--- src/rtl/cache_tag_ctrl_pkg.sv ---
// Shared widths, status-word bit positions and controller states for the
// four-way cache tag controller.
package cache_pkg;
   localparam int TAG_W    = 11;
   localparam int LINE_W   = 10;
   localparam int WAYS     = 4;
   localparam int WAY_W    = 2;
   localparam int STAT_W   = 14;
   localparam int ADDR_W   = 23;
   localparam int MEM_AW   = TAG_W + LINE_W;
   localparam int CNT_W    = 16;
   localparam int TAG_LSB  = 12;
   localparam int LINE_LSB = 2;

   localparam int INV   = 13;
   localparam int DIRTY = 12;
   localparam int LAST  = 11;

   typedef enum logic [2:0] {
      IDLE      = 3'd0,
      LOOKUP    = 3'd1,
      COMPARE   = 3'd2,
      WRITEBACK = 3'd3,
      REFILL    = 3'd4,
      UPDATE    = 3'd5,
      RESPOND   = 3'd6
   } state_t;

   function automatic logic [CNT_W-1:0] satInc(input logic [CNT_W-1:0] value,
                                               input logic [CNT_W-1:0] limit);
      return (value >= limit) ? limit : value + 16'd1;
   endfunction
endpackage

--- src/rtl/cache_tag_ctrl_if.sv ---
// CPU-side request/response channel of the cache tag controller.
interface cache_tag_ctrl_if;
   import cache_pkg::*;
   logic              req_valid;
   logic              req_ready;
   logic              req_write;
   logic [ADDR_W-1:0] req_addr;
   logic              resp_valid;
   logic              resp_hit;
   logic [WAY_W-1:0]  resp_way;

   modport master (output req_valid, req_write, req_addr,
                   input  req_ready, resp_valid, resp_hit, resp_way);
   modport slave  (input  req_valid, req_write, req_addr,
                   output req_ready, resp_valid, resp_hit, resp_way);
endinterface

--- src/rtl/cache_tag_ctrl_victim_sel.sv ---
// Victim priority encoder: lowest invalid way, else lowest way not marked
// last-used, else way 0. Also returns the chosen way's status word.
module cache_victim_sel
   import cache_pkg::*;
(
   input  logic [WAYS-1:0][STAT_W-1:0] statusWords,
   output logic [WAY_W-1:0]            victimWay,
   output logic [STAT_W-1:0]           victimStatus
);
   // Fixed-priority victim choice.
   always_comb begin
      victimWay = 2'd0;
      if (statusWords[0][INV]) begin
         victimWay = 2'd0;
      end else if (statusWords[1][INV]) begin
         victimWay = 2'd1;
      end else if (statusWords[2][INV]) begin
         victimWay = 2'd2;
      end else if (statusWords[3][INV]) begin
         victimWay = 2'd3;
      end else if (!statusWords[0][LAST]) begin
         victimWay = 2'd0;
      end else if (!statusWords[1][LAST]) begin
         victimWay = 2'd1;
      end else if (!statusWords[2][LAST]) begin
         victimWay = 2'd2;
      end else if (!statusWords[3][LAST]) begin
         victimWay = 2'd3;
      end else begin
         victimWay = 2'd0;
      end
   end

   assign victimStatus = statusWords[victimWay];
endmodule

--- src/rtl/cache_tag_ctrl.sv ---
// Four-way cache tag controller: tag lookup, hit/miss decision, dirty
// write-back and refill through the next level, and tag-bank update.
module cache_tag_ctrl
   import cache_pkg::*;
#(
   parameter logic [CNT_W-1:0] CNT_SAT = 16'hFFFF
) (
   input  logic               CLK,
   input  logic               clear,
   cache_tag_ctrl_if.slave    cpu,
   input  logic [STAT_W-1:0]  Tag1,
   input  logic [STAT_W-1:0]  Tag2,
   input  logic [STAT_W-1:0]  Tag3,
   input  logic [STAT_W-1:0]  Tag4,
   output logic [LINE_W-1:0]  tb_line,
   output logic [TAG_W-1:0]   tb_tag,
   output logic [WAY_W-1:0]   tb_way,
   output logic               tb_en_n,
   output logic               tb_we_n,
   output logic               tb_replace,
   output logic               tb_dirty,
   output logic               mem_req,
   output logic               mem_we,
   output logic [MEM_AW-1:0]  mem_addr,
   input  logic               mem_ack,
   output logic [CNT_W-1:0]   hit_count,
   output logic [CNT_W-1:0]   miss_count
);
   state_t                      state_r, stateNext_s;
   logic [TAG_W-1:0]            reqTag_r, victimTag_r;
   logic [LINE_W-1:0]           reqLine_r;
   logic                        reqWrite_r, wasHit_r;
   logic [WAY_W-1:0]            way_r;
   logic [CNT_W-1:0]            hitCount_r, missCount_r;
   logic [WAYS-1:0][STAT_W-1:0] status_s;
   logic [WAYS-1:0]             match_s;
   logic                        hit_s;
   logic [WAY_W-1:0]            hitWay_s, victimWay_s;
   logic [STAT_W-1:0]           victimStatus_s;
   logic                        victimDirty_s;

   assign status_s      = {Tag4, Tag3, Tag2, Tag1};
   assign victimDirty_s = !victimStatus_s[INV] && victimStatus_s[DIRTY];
   assign hit_count     = hitCount_r;
   assign miss_count    = missCount_r;

   cache_victim_sel u_victimSel (
      .statusWords  (status_s),
      .victimWay    (victimWay_s),
      .victimStatus (victimStatus_s)
   );

   // Per-way tag match and lowest-index hit selection.
   always_comb begin
      match_s = {WAYS{1'b0}};
      for (int i = 0; i < WAYS; i++) begin
         match_s[i] = !status_s[i][INV] && (status_s[i][TAG_W-1:0] == reqTag_r);
      end
      hit_s    = 1'b1;
      hitWay_s = 2'd0;
      if (match_s[0]) begin
         hitWay_s = 2'd0;
      end else if (match_s[1]) begin
         hitWay_s = 2'd1;
      end else if (match_s[2]) begin
         hitWay_s = 2'd2;
      end else if (match_s[3]) begin
         hitWay_s = 2'd3;
      end else begin
         hit_s = 1'b0;
      end
   end

   // Next state and all outputs; clear forces idle values and aborts any transfer.
   always_comb begin
      stateNext_s    = state_r;
      cpu.req_ready  = 1'b0;
      cpu.resp_valid = 1'b0;
      cpu.resp_hit   = 1'b0;
      cpu.resp_way   = 2'd0;
      tb_line        = 10'd0;
      tb_tag         = 11'd0;
      tb_way         = 2'd0;
      tb_en_n        = 1'b1;
      tb_we_n        = 1'b1;
      tb_replace     = 1'b0;
      tb_dirty       = 1'b0;
      mem_req        = 1'b0;
      mem_we         = 1'b0;
      mem_addr       = 21'd0;
      if (clear) begin
         stateNext_s = IDLE;
      end else begin
         case (state_r)
            IDLE: begin
               cpu.req_ready = 1'b1;
               if (cpu.req_valid) begin
                  tb_en_n     = 1'b0;
                  tb_line     = cpu.req_addr[LINE_LSB +: LINE_W];
                  stateNext_s = LOOKUP;
               end else begin
                  stateNext_s = IDLE;
               end
            end
            LOOKUP: begin
               tb_en_n     = 1'b0;
               tb_line     = reqLine_r;
               stateNext_s = COMPARE;
            end
            COMPARE: begin
               if (hit_s && !reqWrite_r) begin
                  cpu.resp_valid = 1'b1;
                  cpu.resp_hit   = 1'b1;
                  cpu.resp_way   = hitWay_s;
                  stateNext_s    = IDLE;
               end else if (hit_s) begin
                  stateNext_s = UPDATE;
               end else if (victimDirty_s) begin
                  stateNext_s = WRITEBACK;
               end else begin
                  stateNext_s = REFILL;
               end
            end
            WRITEBACK: begin
               mem_req     = 1'b1;
               mem_we      = 1'b1;
               mem_addr    = {victimTag_r, reqLine_r};
               stateNext_s = mem_ack ? REFILL : WRITEBACK;
            end
            REFILL: begin
               mem_req     = 1'b1;
               mem_addr    = {reqTag_r, reqLine_r};
               stateNext_s = mem_ack ? UPDATE : REFILL;
            end
            UPDATE: begin
               tb_en_n     = 1'b0;
               tb_we_n     = 1'b0;
               tb_line     = reqLine_r;
               tb_way      = way_r;
               tb_tag      = reqTag_r;
               tb_replace  = !wasHit_r;
               tb_dirty    = reqWrite_r;
               stateNext_s = RESPOND;
            end
            RESPOND: begin
               cpu.resp_valid = 1'b1;
               cpu.resp_hit   = wasHit_r;
               cpu.resp_way   = way_r;
               stateNext_s    = IDLE;
            end
            default: begin
               stateNext_s = IDLE;
            end
         endcase
      end
   end

   // State, latched request, lookup outcome and statistics.
   always_ff @(posedge CLK) begin
      if (clear) begin
         state_r     <= IDLE;
         reqTag_r    <= 11'd0;
         reqLine_r   <= 10'd0;
         reqWrite_r  <= 1'b0;
         wasHit_r    <= 1'b0;
         way_r       <= 2'd0;
         victimTag_r <= 11'd0;
         hitCount_r  <= 16'd0;
         missCount_r <= 16'd0;
      end else begin
         state_r <= stateNext_s;
         if (state_r == IDLE && cpu.req_valid) begin
            reqTag_r   <= cpu.req_addr[TAG_LSB +: TAG_W];
            reqLine_r  <= cpu.req_addr[LINE_LSB +: LINE_W];
            reqWrite_r <= cpu.req_write;
         end
         if (state_r == COMPARE) begin
            wasHit_r    <= hit_s;
            way_r       <= hit_s ? hitWay_s : victimWay_s;
            victimTag_r <= victimStatus_s[TAG_W-1:0];
            if (hit_s) begin
               hitCount_r <= satInc(hitCount_r, CNT_SAT);
            end else begin
               missCount_r <= satInc(missCount_r, CNT_SAT);
            end
         end
      end
   end
endmodule
--- src/flat_wrapper.sv ---
// flat-port wrapper written by rule: the top's interface ports become plain ports
module cache_tag_ctrl_flat import cache_pkg::*;
#(
   parameter logic [CNT_W-1:0] CNT_SAT = 16'hFFFF
)
  (CLK, clear, Tag1, Tag2, Tag3, Tag4, tb_line, tb_tag, tb_way, tb_en_n, tb_we_n, tb_replace, tb_dirty, mem_req, mem_we, mem_addr, mem_ack, hit_count, miss_count, cpu_req_valid, cpu_req_write, cpu_req_addr, cpu_req_ready, cpu_resp_valid, cpu_resp_hit, cpu_resp_way);
  cache_tag_ctrl_if cpu_i ();
  input  logic CLK;
  input  logic clear;
  input  logic [STAT_W-1:0] Tag1;
  input  logic [STAT_W-1:0] Tag2;
  input  logic [STAT_W-1:0] Tag3;
  input  logic [STAT_W-1:0] Tag4;
  output logic [LINE_W-1:0] tb_line;
  output logic [TAG_W-1:0] tb_tag;
  output logic [WAY_W-1:0] tb_way;
  output logic tb_en_n;
  output logic tb_we_n;
  output logic tb_replace;
  output logic tb_dirty;
  output logic mem_req;
  output logic mem_we;
  output logic [MEM_AW-1:0] mem_addr;
  input  logic mem_ack;
  output logic [CNT_W-1:0] hit_count;
  output logic [CNT_W-1:0] miss_count;
  input wire logic [$bits(cpu_i.req_valid)-1:0] cpu_req_valid;
  input wire logic [$bits(cpu_i.req_write)-1:0] cpu_req_write;
  input wire logic [$bits(cpu_i.req_addr)-1:0] cpu_req_addr;
  output wire logic [$bits(cpu_i.req_ready)-1:0] cpu_req_ready;
  output wire logic [$bits(cpu_i.resp_valid)-1:0] cpu_resp_valid;
  output wire logic [$bits(cpu_i.resp_hit)-1:0] cpu_resp_hit;
  output wire logic [$bits(cpu_i.resp_way)-1:0] cpu_resp_way;
  assign cpu_i.req_valid = cpu_req_valid;
  assign cpu_i.req_write = cpu_req_write;
  assign cpu_i.req_addr = cpu_req_addr;
  assign cpu_req_ready = cpu_i.req_ready;
  assign cpu_resp_valid = cpu_i.resp_valid;
  assign cpu_resp_hit = cpu_i.resp_hit;
  assign cpu_resp_way = cpu_i.resp_way;
  cache_tag_ctrl #(.CNT_SAT(CNT_SAT)) u_core (.CLK(CLK), .clear(clear), .cpu(cpu_i), .Tag1(Tag1), .Tag2(Tag2), .Tag3(Tag3), .Tag4(Tag4), .tb_line(tb_line), .tb_tag(tb_tag), .tb_way(tb_way), .tb_en_n(tb_en_n), .tb_we_n(tb_we_n), .tb_replace(tb_replace), .tb_dirty(tb_dirty), .mem_req(mem_req), .mem_we(mem_we), .mem_addr(mem_addr), .mem_ack(mem_ack), .hit_count(hit_count), .miss_count(miss_count));
endmodule
--- config.mk ---
export PLATFORM = sky130hd
export DESIGN_NAME = cache_tag_ctrl_flat
export DESIGN_NICKNAME = d
export VERILOG_FILES = /design/src/rtl/cache_tag_ctrl_pkg.sv /design/src/rtl/cache_tag_ctrl_if.sv /design/src/rtl/cache_tag_ctrl_victim_sel.sv /design/src/rtl/cache_tag_ctrl.sv /design/src/flat_wrapper.sv
export SDC_FILE = /design/constraint.sdc
export NUM_CORES = 1
export LEC_CHECK = 0
export BUFFER_PORTS_ARGS = -buffer_cell sky130_fd_sc_hd__buf_2
export CAP_MARGIN = 20
export CORE_AREA = 2 2 118 92
export DETAILED_ROUTE_END_ITERATION = 16
export DIE_AREA = 0 0 120 94
export GPL_TIMING_DRIVEN = 0
export PLACE_DENSITY_LB_ADDON = 0.1
export SYNTH_ARGS = -nofsm -noshare
export SYNTH_HDL_FRONTEND = slang
export SYNTH_SLANG_ARGS = --single-unit
--- constraint.sdc ---
create_clock -name CLK -period 3.5 [get_ports CLK]
set_clock_uncertainty 0.1 [all_clocks]
set_input_delay 0.7 -clock CLK [delete_from_list [all_inputs] [get_ports CLK]]
set_output_delay 0.7 -clock CLK [all_outputs]
set_load 0.01 [all_outputs]
; After elaboration in Yosys (flattened, before gate mapping)
; Index checks and enable logic that the tools add are counted.
[word_totals]
output_inout_bits = 87
input_bits = 84
register_bits = 71
[op_classes]
muxes = 60
n_reduce_logical = 19
n_addsub = 2
bitwise = 1
order_cmp = 3
n_eq_ne = 10
[op_table]
columns = cell, n
row1 = 11-bit == test, 4
row2 = 21-bit case mux with 2 select lines, 1
row3 = 2-bit 2-to-1 mux, 17
row4 = "16-bit by 1-bit adder with 16-bit output, second input constant", 2
row5 = "16-bit greater-or-equal comparator, second input constant", 2
row6 = 16-bit 2-to-1 mux, 2
row7 = 14-bit binary-select mux with 2-bit select, 1
row8 = 1-bit 2-to-1 mux, 23
row9 = 11-bit 2-to-1 mux, 2
row10 = 21-bit 2-to-1 mux, 1
row11 = 10-bit 2-to-1 mux, 2
row12 = 10-bit case mux with 2 select lines, 1
row13 = 3-bit case mux with 6 select lines, 1
row14 = 14-bit 2-to-1 mux, 1
row15 = 3-bit 2-to-1 mux, 4
row16 = "3-bit == test, second input constant", 3
row17 = 1-bit logical AND, 7
row18 = 1-bit zero test, 7
row19 = "3-bit by 2-bit == test with 1-bit output, second input constant", 2
row20 = 1-bit case mux with 2 select lines, 3
row21 = 2-bit case mux with 2 select lines, 1
row22 = 2-bit AND reduction, 2
row23 = 2-bit OR reduction, 2
row24 = "3-bit by 1-bit == test with 1-bit output, second input constant", 1
row25 = 3 further kinds, 3

; Longest topological paths before layout
; Gate-level depths: netlist of run 1.
[logic_depth]
word_depth = 16
mapped_depth = 10
ltp_nobuf = 7

; Hierarchy
; Synthesis of run 1 repeated with hierarchy kept, for this count alone.
[hier_totals]
cells_unflattened = 602
area_unflattened_um2 = 4675.7
[modules_own_cells]
columns = mod, cells_per_inst, area_per_inst_um2, n_inst
row1 = cache_tag_ctrl, 546, 4164.0, 1
row2 = cache_victim_sel, 56, 511.7, 1

; Worst setup path after synthesis of run 1
; No wires, ideal clock.
[synth_path]
path_kind = input to output
startpoint = in Tag2[3]
endpoint = out cpu_resp_hit
arrival_time_ns = 2.138
n_path_buf = 1
setup_slack_ns = 0.562
required_time_ns = 2.700
stages = 8
path_cell_list = xor2_1 > nor4_1 > nand3_1 > nand4_2 > buf_2 > nor2b_1 > mux2i_1 > nor2_1
[synth_via]
elab_chain_len = 8
[synth_rtl]
columns = element, line_no
row1 = start: declaration, flat_wrapper.sv:11  ; input logic [STAT_W-1:0] Tag2;
row2 = 11-bit == test, cache_tag_ctrl.sv:57  ; match_s[i] = !status_s[i][INV] && (status_s[i][TAG_W-1:0] == reqTag_r);
row3 = 1-bit logical AND, cache_tag_ctrl.sv:57
row4 = 1-bit 2-to-1 mux, cache_tag_ctrl.sv:63  ; end else if (match_s[1]) begin
row5 = 1-bit 2-to-1 mux, cache_tag_ctrl.sv:61  ; if (match_s[0]) begin
row6 = 1-bit logical AND, cache_tag_ctrl.sv:111  ; if (hit_s && !reqWrite_r) begin
row7 = 1-bit 2-to-1 mux, cache_tag_ctrl.sv:111
row8 = 1-bit case mux with 2 select lines, cache_tag_ctrl.sv:94  ; case (state_r)
row9 = 1-bit 2-to-1 mux, cache_tag_ctrl.sv:91  ; if (clear) begin
row10 = end: declaration, flat_wrapper.sv:32  ; output wire logic [$bits(cpu_i.resp_hit)-1:0] cpu_resp_hit;
; Every way passes these cells.

; Worst setup path in the final report of run 1
[layout_path]
startpoint = reg u_core.reqTag_r[1]
endpoint = out cpu_resp_hit
[layout_via]
elab_chain_len = 10
word_cells_on_any_way = 16
cone_classes = 4 x eq/ne / 7 x mux / 5 x reduce/logical
[layout_rtl]
columns = element, line_no
row1 = start: declaration, cache_tag_ctrl.sv:30  ; logic [TAG_W-1:0] reqTag_r, victimTag_r;
row2 = start signal: assignment, cache_tag_ctrl.sv:173  ; reqTag_r <= cpu.req_addr[TAG_LSB +: TAG_W];
row3 = 11-bit == test, cache_tag_ctrl.sv:57
row4 = 1-bit logical AND, cache_tag_ctrl.sv:57
row5 = 1-bit 2-to-1 mux, cache_tag_ctrl.sv:67  ; end else if (match_s[3]) begin
row6 = 1-bit 2-to-1 mux, cache_tag_ctrl.sv:65  ; end else if (match_s[2]) begin
row7 = 1-bit 2-to-1 mux, cache_tag_ctrl.sv:63
row8 = 1-bit 2-to-1 mux (*), cache_tag_ctrl.sv:61
row9 = 1-bit logical AND (*), cache_tag_ctrl.sv:111
row10 = 1-bit 2-to-1 mux (*), cache_tag_ctrl.sv:111
row11 = 1-bit case mux with 2 select lines (*), cache_tag_ctrl.sv:94
row12 = 1-bit 2-to-1 mux (*), cache_tag_ctrl.sv:91
; Mark *: on every way between the ends. The rest lies on a longest branch, timed or not.

==> results of run 1 <==
synthesized netlist by cell type (10+ instances only):
cell type / number
a21o_1: 11
a21oi_1: 41
a22o_1: 11
and2_1: 20
and3_1: 10
buf_2: 18
clkbuf_1: 22
dfxtp_1: 71
inv_1: 10
mux2i_1: 28
nand2_1: 72
nand3_1: 18
nor2_1: 36
nor2b_1: 15
nor3_1: 11
nor4_1: 14
o21ai_1: 15
o22ai_1: 11
xor2_1: 49
cell type report:
cell class                      instances  area [um2]  area share
Clock inverter                          5       80.08     0.01372
Sequential cell                        71        1421      0.2435
Inverter                               11       41.29    0.007072
Clock buffer                           11       252.7     0.04329
Buffer                                 42       185.2     0.03172
Multi-Input combinational cell        438        2836      0.4859
Timing Repair Buffer                  169       850.8      0.1457
Tap cell                              136       170.2     0.02915
worst reg2reg max path, delay by kind of cell, from the launching register on:
kind / cells / cell delay [ns]
DFF: 1 / 0.30
and+or+nand+nor: 3 / 0.77
xor gates and xnor gates: 1 / 0.21
buffers and inverters: 3 / 0.55
AOI/OAI and AO/OA: 3 / 0.62
kinds of logic (layout without fill, tap and decap cells):
logic type,count (synthesis),in the layout,synth area share
and+or+nand+nor,231,231,0.2751
AOI/OAI and AO/OA,119,119,0.1744
DFF,71,71,0.3186
muxes,28,28,0.06282
xor gates and xnor gates,58,58,0.1139
buffers and inverters,53,238,0.04964
adders and majority gates,2,2,0.005608
per-stage QoR:
step	instance area, um2	worst slack [ns]
after floorplan	4462	0.5618
after global placement	5468	-0.05329
after detailed placement	5468	0.001142
after CTS	5814	0.002241
after global routing	5838	-0.08565
final	5838	0.04715
power by group:
part / switching, mW / leakage, nW / internal, mW / total [mW]
combinational: 0.238 / 2.08 / 0.147 / 0.384
clock: 0.361 / 0.158 / 0.661 / 1.02
sequential: 0.0178 / 0.576 / 0.841 / 0.859
total: 0.616 / 2.82 / 1.65 / 2.27
layer usage:
layer,wire length (um),global-route usage,vias up,share of wire
met5,0,0,-,0
met4,153,0.07353,0,0.011
met3,764,0.03944,14,0.053
met2,6611,0.3887,155,0.46
met1,6947,0.3489,2157,0.48
li1,-,-,2345,-
state kept, by name (all words and copies together), names as in the netlist:
signal and cells:
u_core.victimTag_r 11, u_core.reqLine_r 10, u_core.miss_count 16, u_core.way_r 2
u_core.hit_count 16, u_core.state_r 3, u_core.wasHit_r 1, u_core.reqTag_r 11
u_core.reqWrite_r 1
how the worst max path moves through the flow:
stage                     cells past startpoint  slack [ns]          startpoint              end
after floorplan                               8        0.56             Tag2[3]     cpu_resp_hit
after global placement                        9       -0.05             Tag2[2]  cpu_resp_way[0]
after detailed placement                      9       0.001             Tag2[2]  cpu_resp_way[0]
after CTS                                    10       0.002  u_core.reqTag_r[3]     cpu_resp_hit
after global routing                         10       -0.09  u_core.reqTag_r[0]     cpu_resp_hit
final                                        10        0.05  u_core.reqTag_r[1]     cpu_resp_hit
what timing repair did:
| action | 4_1_cts | 5_1_grt |
|---|---|---|
| pin swaps | 2 | 2 |
| resized for setup | 1 | 5 |
| buffers inserted | 1 | 1 |
| setup endpoints to repair | 3 | 14 |
==> results.sh, run 1 <==
export IMPL_worstPathCellList="buf_2, xor2_1, nor4_1, nand3_1, nand4_2, clkbuf_4, nor2b_1, mux2i_1, nor2_1, buf_2"
export IMPL_drt_iter0_drc=241
export IMPL_crit_top_cell="buf_2"
export IMPL_drv_slew=0
export IMPL_grt_use_total=0.2474
export IMPL_synth_warnings=0
export IMPL_yosys_area_top_type_share=0.3186
export IMPL_dr_pass1_iters=4
export IMPL_area_delta_synth_final_pct=30.85
export IMPL_drc_errors=0
export IMPL_clk_pin_slew_ns=0.06
export IMPL_fp_dieH_um=94
export IMPL_worst_path_max_delay_cell="nor4_1"
export IMPL_core_um2=10050
export IMPL_grt_ovfl_total=0
export IMPL_grt_start_max_net_pins=13
export IMPL_die_w_um=120
export IMPL_syn_cell_area_um2=4462
export IMPL_holdBufCountCts=0
export IMPL_worstPathRequired_ns=2.70
export IMPL_cpPeakStageDelay_ns=0.33
export IMPL_start_util=0.4440
export IMPL_r2r_start="u_core.reqTag_r[2]"
export IMPL_cts_buffer_depth=2
export IMPL_synth_edf_count=0
export IMPL_vias_per_cell=5.290
export IMPL_rsz0062_at_grt="true"
export IMPL_final_cell_mix="buf_2 (183), nand2_1 (72), dfxtp_1 (71)"
export IMPL_hold_path_class="register to register"
export IMPL_fin_crit_sh=0.9865
export IMPL_end_kind="output pin"
export IMPL_synthCells=562
export IMPL_power_density_nw_per_um2=388.0
export IMPL_cts_tree="yes"
export IMPL_avgSynthCellArea_um2=7.939
export IMPL_drive_above_1_share=0.2945
export IMPL_hold_depth=1
export IMPL_ys_seq_elements=71
export IMPL_setup_tns_ns=0
export IMPL_synth_fp_nets=648
export IMPL_status="finished, final reports clean"
export IMPL_postRouteWirelength_mm=14.48
export IMPL_clock_sinks=71
export IMPL_holdPathEnd="u_core.victimTag_r[4]"
export IMPL_hold_path_startpoint="u_core.victimTag_r[4]"
export IMPL_antennaDiodeCount=0
export IMPL_crit_family="simple AND/OR/NAND/NOR gates"
export IMPL_crit_fanout=10
export IMPL_wl_per_cell_um=16.39
export IMPL_finalPower_mw=2.265
export IMPL_grt_pass1_vias=4258
export IMPL_finalHoldViolCount=0
export IMPL_rows=32
export IMPL_vias=4671
export IMPL_dieArea_um2=11280
export IMPL_ys_flop_type="dfxtp_1"
export IMPL_reg2reg_to="u_core.hit_count[10]"
export IMPL_rrSetupSlack_ns=0.85
export IMPL_place_inst=865
export IMPL_final_common_cell="buf_2"
export IMPL_ios=171
export IMPL_final_cell_count_no_fill=883
export IMPL_worst_pin_slew_ns=0.7291
export IMPL_hold_slack_ns=0.3524
export IMPL_yosysSeqAreaShare=0.3186
export IMPL_slew_headroom=0.5107
export IMPL_synth_area_leaders="dfxtp_1 (32%), xor2_1 (9.6%), mux2i_1 (6.3%)"
export IMPL_antenna_left=0
export IMPL_clockRootBuffer="clkbuf_16"
export IMPL_crit_type="register to output pin"
export IMPL_place_hpwl_mm=11.31
export IMPL_htreeDepth=3
export IMPL_crit_buf_inv=3
export IMPL_antenna_found_initial=0
export IMPL_period_minus_slack_ns=3.453
export IMPL_max_cap_viol_count=0
export IMPL_ys_types=55
export IMPL_critPathLaunchType="register"
export IMPL_arrival_ns=2.65
export IMPL_fillers=989
export IMPL_yosysTopAreaCell="dfxtp_1"
export IMPL_fin_util=0.5809
export IMPL_rr_worst_depth=10
export IMPL_gp_congestion=0.9319
export IMPL_port_buffers=167
export IMPL_nNetsFinal=828
export IMPL_clk_latency_ns=0.34
export IMPL_cellLeakagePower_nw=2.817
export IMPL_vdd_drop_max_uv=231.1
export IMPL_fmax_mhz=289.6
export IMPL_cts_made_buffers=9
export IMPL_async_reset_ff_frac=0
export IMPL_setup_viol=0
export IMPL_grt_pass1_wl_mm=21.80
(Power assumes the default switching activity.)
==> inputs of run 2 (changes only) <==
- CORE_AREA: 2 2 118 92 -> 2 2 108 84
- CTS_CLUSTER_SIZE: default -> 24
- DIE_AREA: 0 0 120 94 -> 0 0 110 86
- SETUP_SLACK_MARGIN: default -> 0.2
==> run 2 against run 1 <==
  * Total power fell by 6.3%
  * Worst setup slack improved by 0.19 ns
  * Critical path depth rose by 1
  * Cell count fell by 1.2%
  * Hold slack improved by 0.0097 ns
  * Register-to-register slack improved by 0.07 ns
  * Non-clock buffer count rose by 17
  * Final area rose by 2.3%
  * Wire length rose by 1.5%
  * Critical path type unchanged
  * Critical endpoint is now cpu_resp_way[1]
  * Largest cell class unchanged
  * Highest routed layer unchanged
==> results.sh, run 2 (synthesized netlist as in run 1, its figures left out) <==
export IMPL_critPathLaunchType="register"
export IMPL_holdPathEnd="u_core.victimTag_r[6]"
export IMPL_clockRootBuffer="clkbuf_8"
export IMPL_grt_pass1_wl_mm=22.16
export IMPL_drt_iter0_drc=286
export IMPL_worst_pin_slew_ns=0.7543
export IMPL_vdd_drop_max_uv=266.1
export IMPL_place_hpwl_mm=11.03
export IMPL_antenna_found_initial=0
export IMPL_cts_tree="yes"
export IMPL_fin_crit_sh=0.9321
export IMPL_dr_pass1_iters=5
export IMPL_fmax_mhz=306.5
export IMPL_status="finished, final reports clean"
export IMPL_postRouteWirelength_mm=14.70
export IMPL_grt_ovfl_total=0
export IMPL_clk_latency_ns=0.37
export IMPL_end_kind="output pin"
export IMPL_area_delta_synth_final_pct=33.90
export IMPL_hold_depth=1
export IMPL_r2r_start="u_core.reqTag_r[0]"
export IMPL_power_density_nw_per_um2=355.2
export IMPL_placed_area_um2=5433
export IMPL_final_cell_count_no_fill=872
export IMPL_nNetsFinal=845
export IMPL_ios=171
export IMPL_crit_type="register to output pin"
export IMPL_vias=4888
export IMPL_holdBufCountCts=0
export IMPL_antenna_left=0
export IMPL_cts_buffer_depth=2
export IMPL_clock_sinks=71
export IMPL_cellLeakagePower_nw=2.903
export IMPL_port_buffers=167
export IMPL_drc_errors=0
export IMPL_setup_tns_ns=0
export IMPL_htreeDepth=3
export IMPL_rrSetupSlack_ns=0.92
export IMPL_wl_per_cell_um=16.86
export IMPL_core_um2=8309
export IMPL_final_cell_mix="buf_2 (177), nand2_1 (72), dfxtp_1 (69)"
export IMPL_antennaDiodeCount=0
export IMPL_drive_above_1_share=0.3272
export IMPL_grt_use_total=0.3006
export IMPL_gp_congestion=0.9941
export IMPL_rows=29
export IMPL_hold_path_startpoint="u_core.victimTag_r[6]"
export IMPL_setup_viol=0
export IMPL_fp_dieH_um=86
export IMPL_finalHoldViolCount=0
export IMPL_dieArea_um2=9460
export IMPL_place_inst=837
export IMPL_grt_pass1_vias=4562
export IMPL_arrival_ns=2.46
export IMPL_crit_fanout=7
export IMPL_hold_slack_ns=0.3621
export IMPL_max_cap_viol_count=0
export IMPL_hold_path_class="register to register"
export IMPL_final_common_cell="buf_2"
export IMPL_start_util=0.5370
export IMPL_reg2reg_to="u_core.hit_count[10]"
export IMPL_rr_worst_depth=10
export IMPL_period_minus_slack_ns=3.262
export IMPL_finalPower_mw=2.122
export IMPL_drv_slew=0
export IMPL_slew_headroom=0.4938
export IMPL_worstPathRequired_ns=2.70
export IMPL_vias_per_cell=5.606
export IMPL_cts_made_buffers=9
export IMPL_clk_pin_slew_ns=0.07
export IMPL_rsz0062_at_grt="true"
export IMPL_grt_start_max_net_pins=13
export IMPL_die_w_um=110
export IMPL_stdcell_area_um2=5974
==> run 2: worst max-delay path, stage by stage, from the launching register on <==
cell     delay, ns
dfxtp_1       0.30
buf_4         0.16
xor2_1        0.20
nor4_4        0.33
nand3_2       0.18
buf_6         0.17
buf_4         0.13
and2_4        0.13
nor4_2        0.19
a21oi_1       0.06
nor2_1        0.11
buf_2         0.14
==> run 2: how the worst max path moves through the flow <==
| stage | from | to | cells past startpoint | slack, ns |
|---|---|---|---|---|
| final | u_core.reqTag_r[0] | cpu_resp_way[1] | 11 | 0.24 |
| after global routing | u_core.reqTag_r[0] | cpu_resp_way[1] | 11 | 0.14 |
| after CTS | u_core.reqTag_r[2] | cpu_resp_hit | 10 | 0.17 |
| after detailed placement | Tag1[1] | cpu_resp_hit | 10 | 0.02 |
| after global placement | Tag3[7] | cpu_resp_way[0] | 9 | 0.02 |
| after floorplan | Tag2[3] | cpu_resp_hit | 8 | 0.56 |
==> run 2: layout make-up <==
cell class                 instances  area [um2]
tap                              108       135.1
clock buffer                      12       165.2
fill                             698        2335
inverter                          11       41.29
timing repair buffer             186       985.9
sequential                        71        1424
multi-input combinational        438        2907
buffer                            42       217.7
clock inverter                     4       98.84
==> run 2: metal layers <==
metal / up-vias / part of all wire / routed length, um / global-route usage
met5: - / 0 / 0 / 0
met4: 0 / 0.020 / 298 / 0.09091
met3: 31 / 0.066 / 964 / 0.06231
met2: 212 / 0.47 / 6875 / 0.4847
met1: 2277 / 0.45 / 6561 / 0.4031
li1: 2368 / - / - / -
==> run 2: report_power, final <==
| group | switching [mW] | internal, mW | total (mW) |
|---|---|---|---|
| Combinational | 0.248 | 0.157 | 0.404 |
| Clock | 0.324 | 0.534 | 0.858 |
| Sequential | 0.0191 | 0.840 | 0.859 |
==> run 2: timing repair <==
item | 4_1_cts | 5_1_grt
setup endpoints to repair | 14 | 6
pin swaps | 6 | 14
gates resized for setup | 9 | 33
buffers inserted | 6 | 13
gates cloned | 0 | 0
==> run 2: per-stage QoR <==
step	util	setup WS (ns)
after floorplan	-	0.5618
after global placement	0.6538	0.02269
after detailed placement	0.6538	0.01696
after CTS	0.6955	0.1678
after global routing	0.7190	0.1441
final	0.7190	0.2378
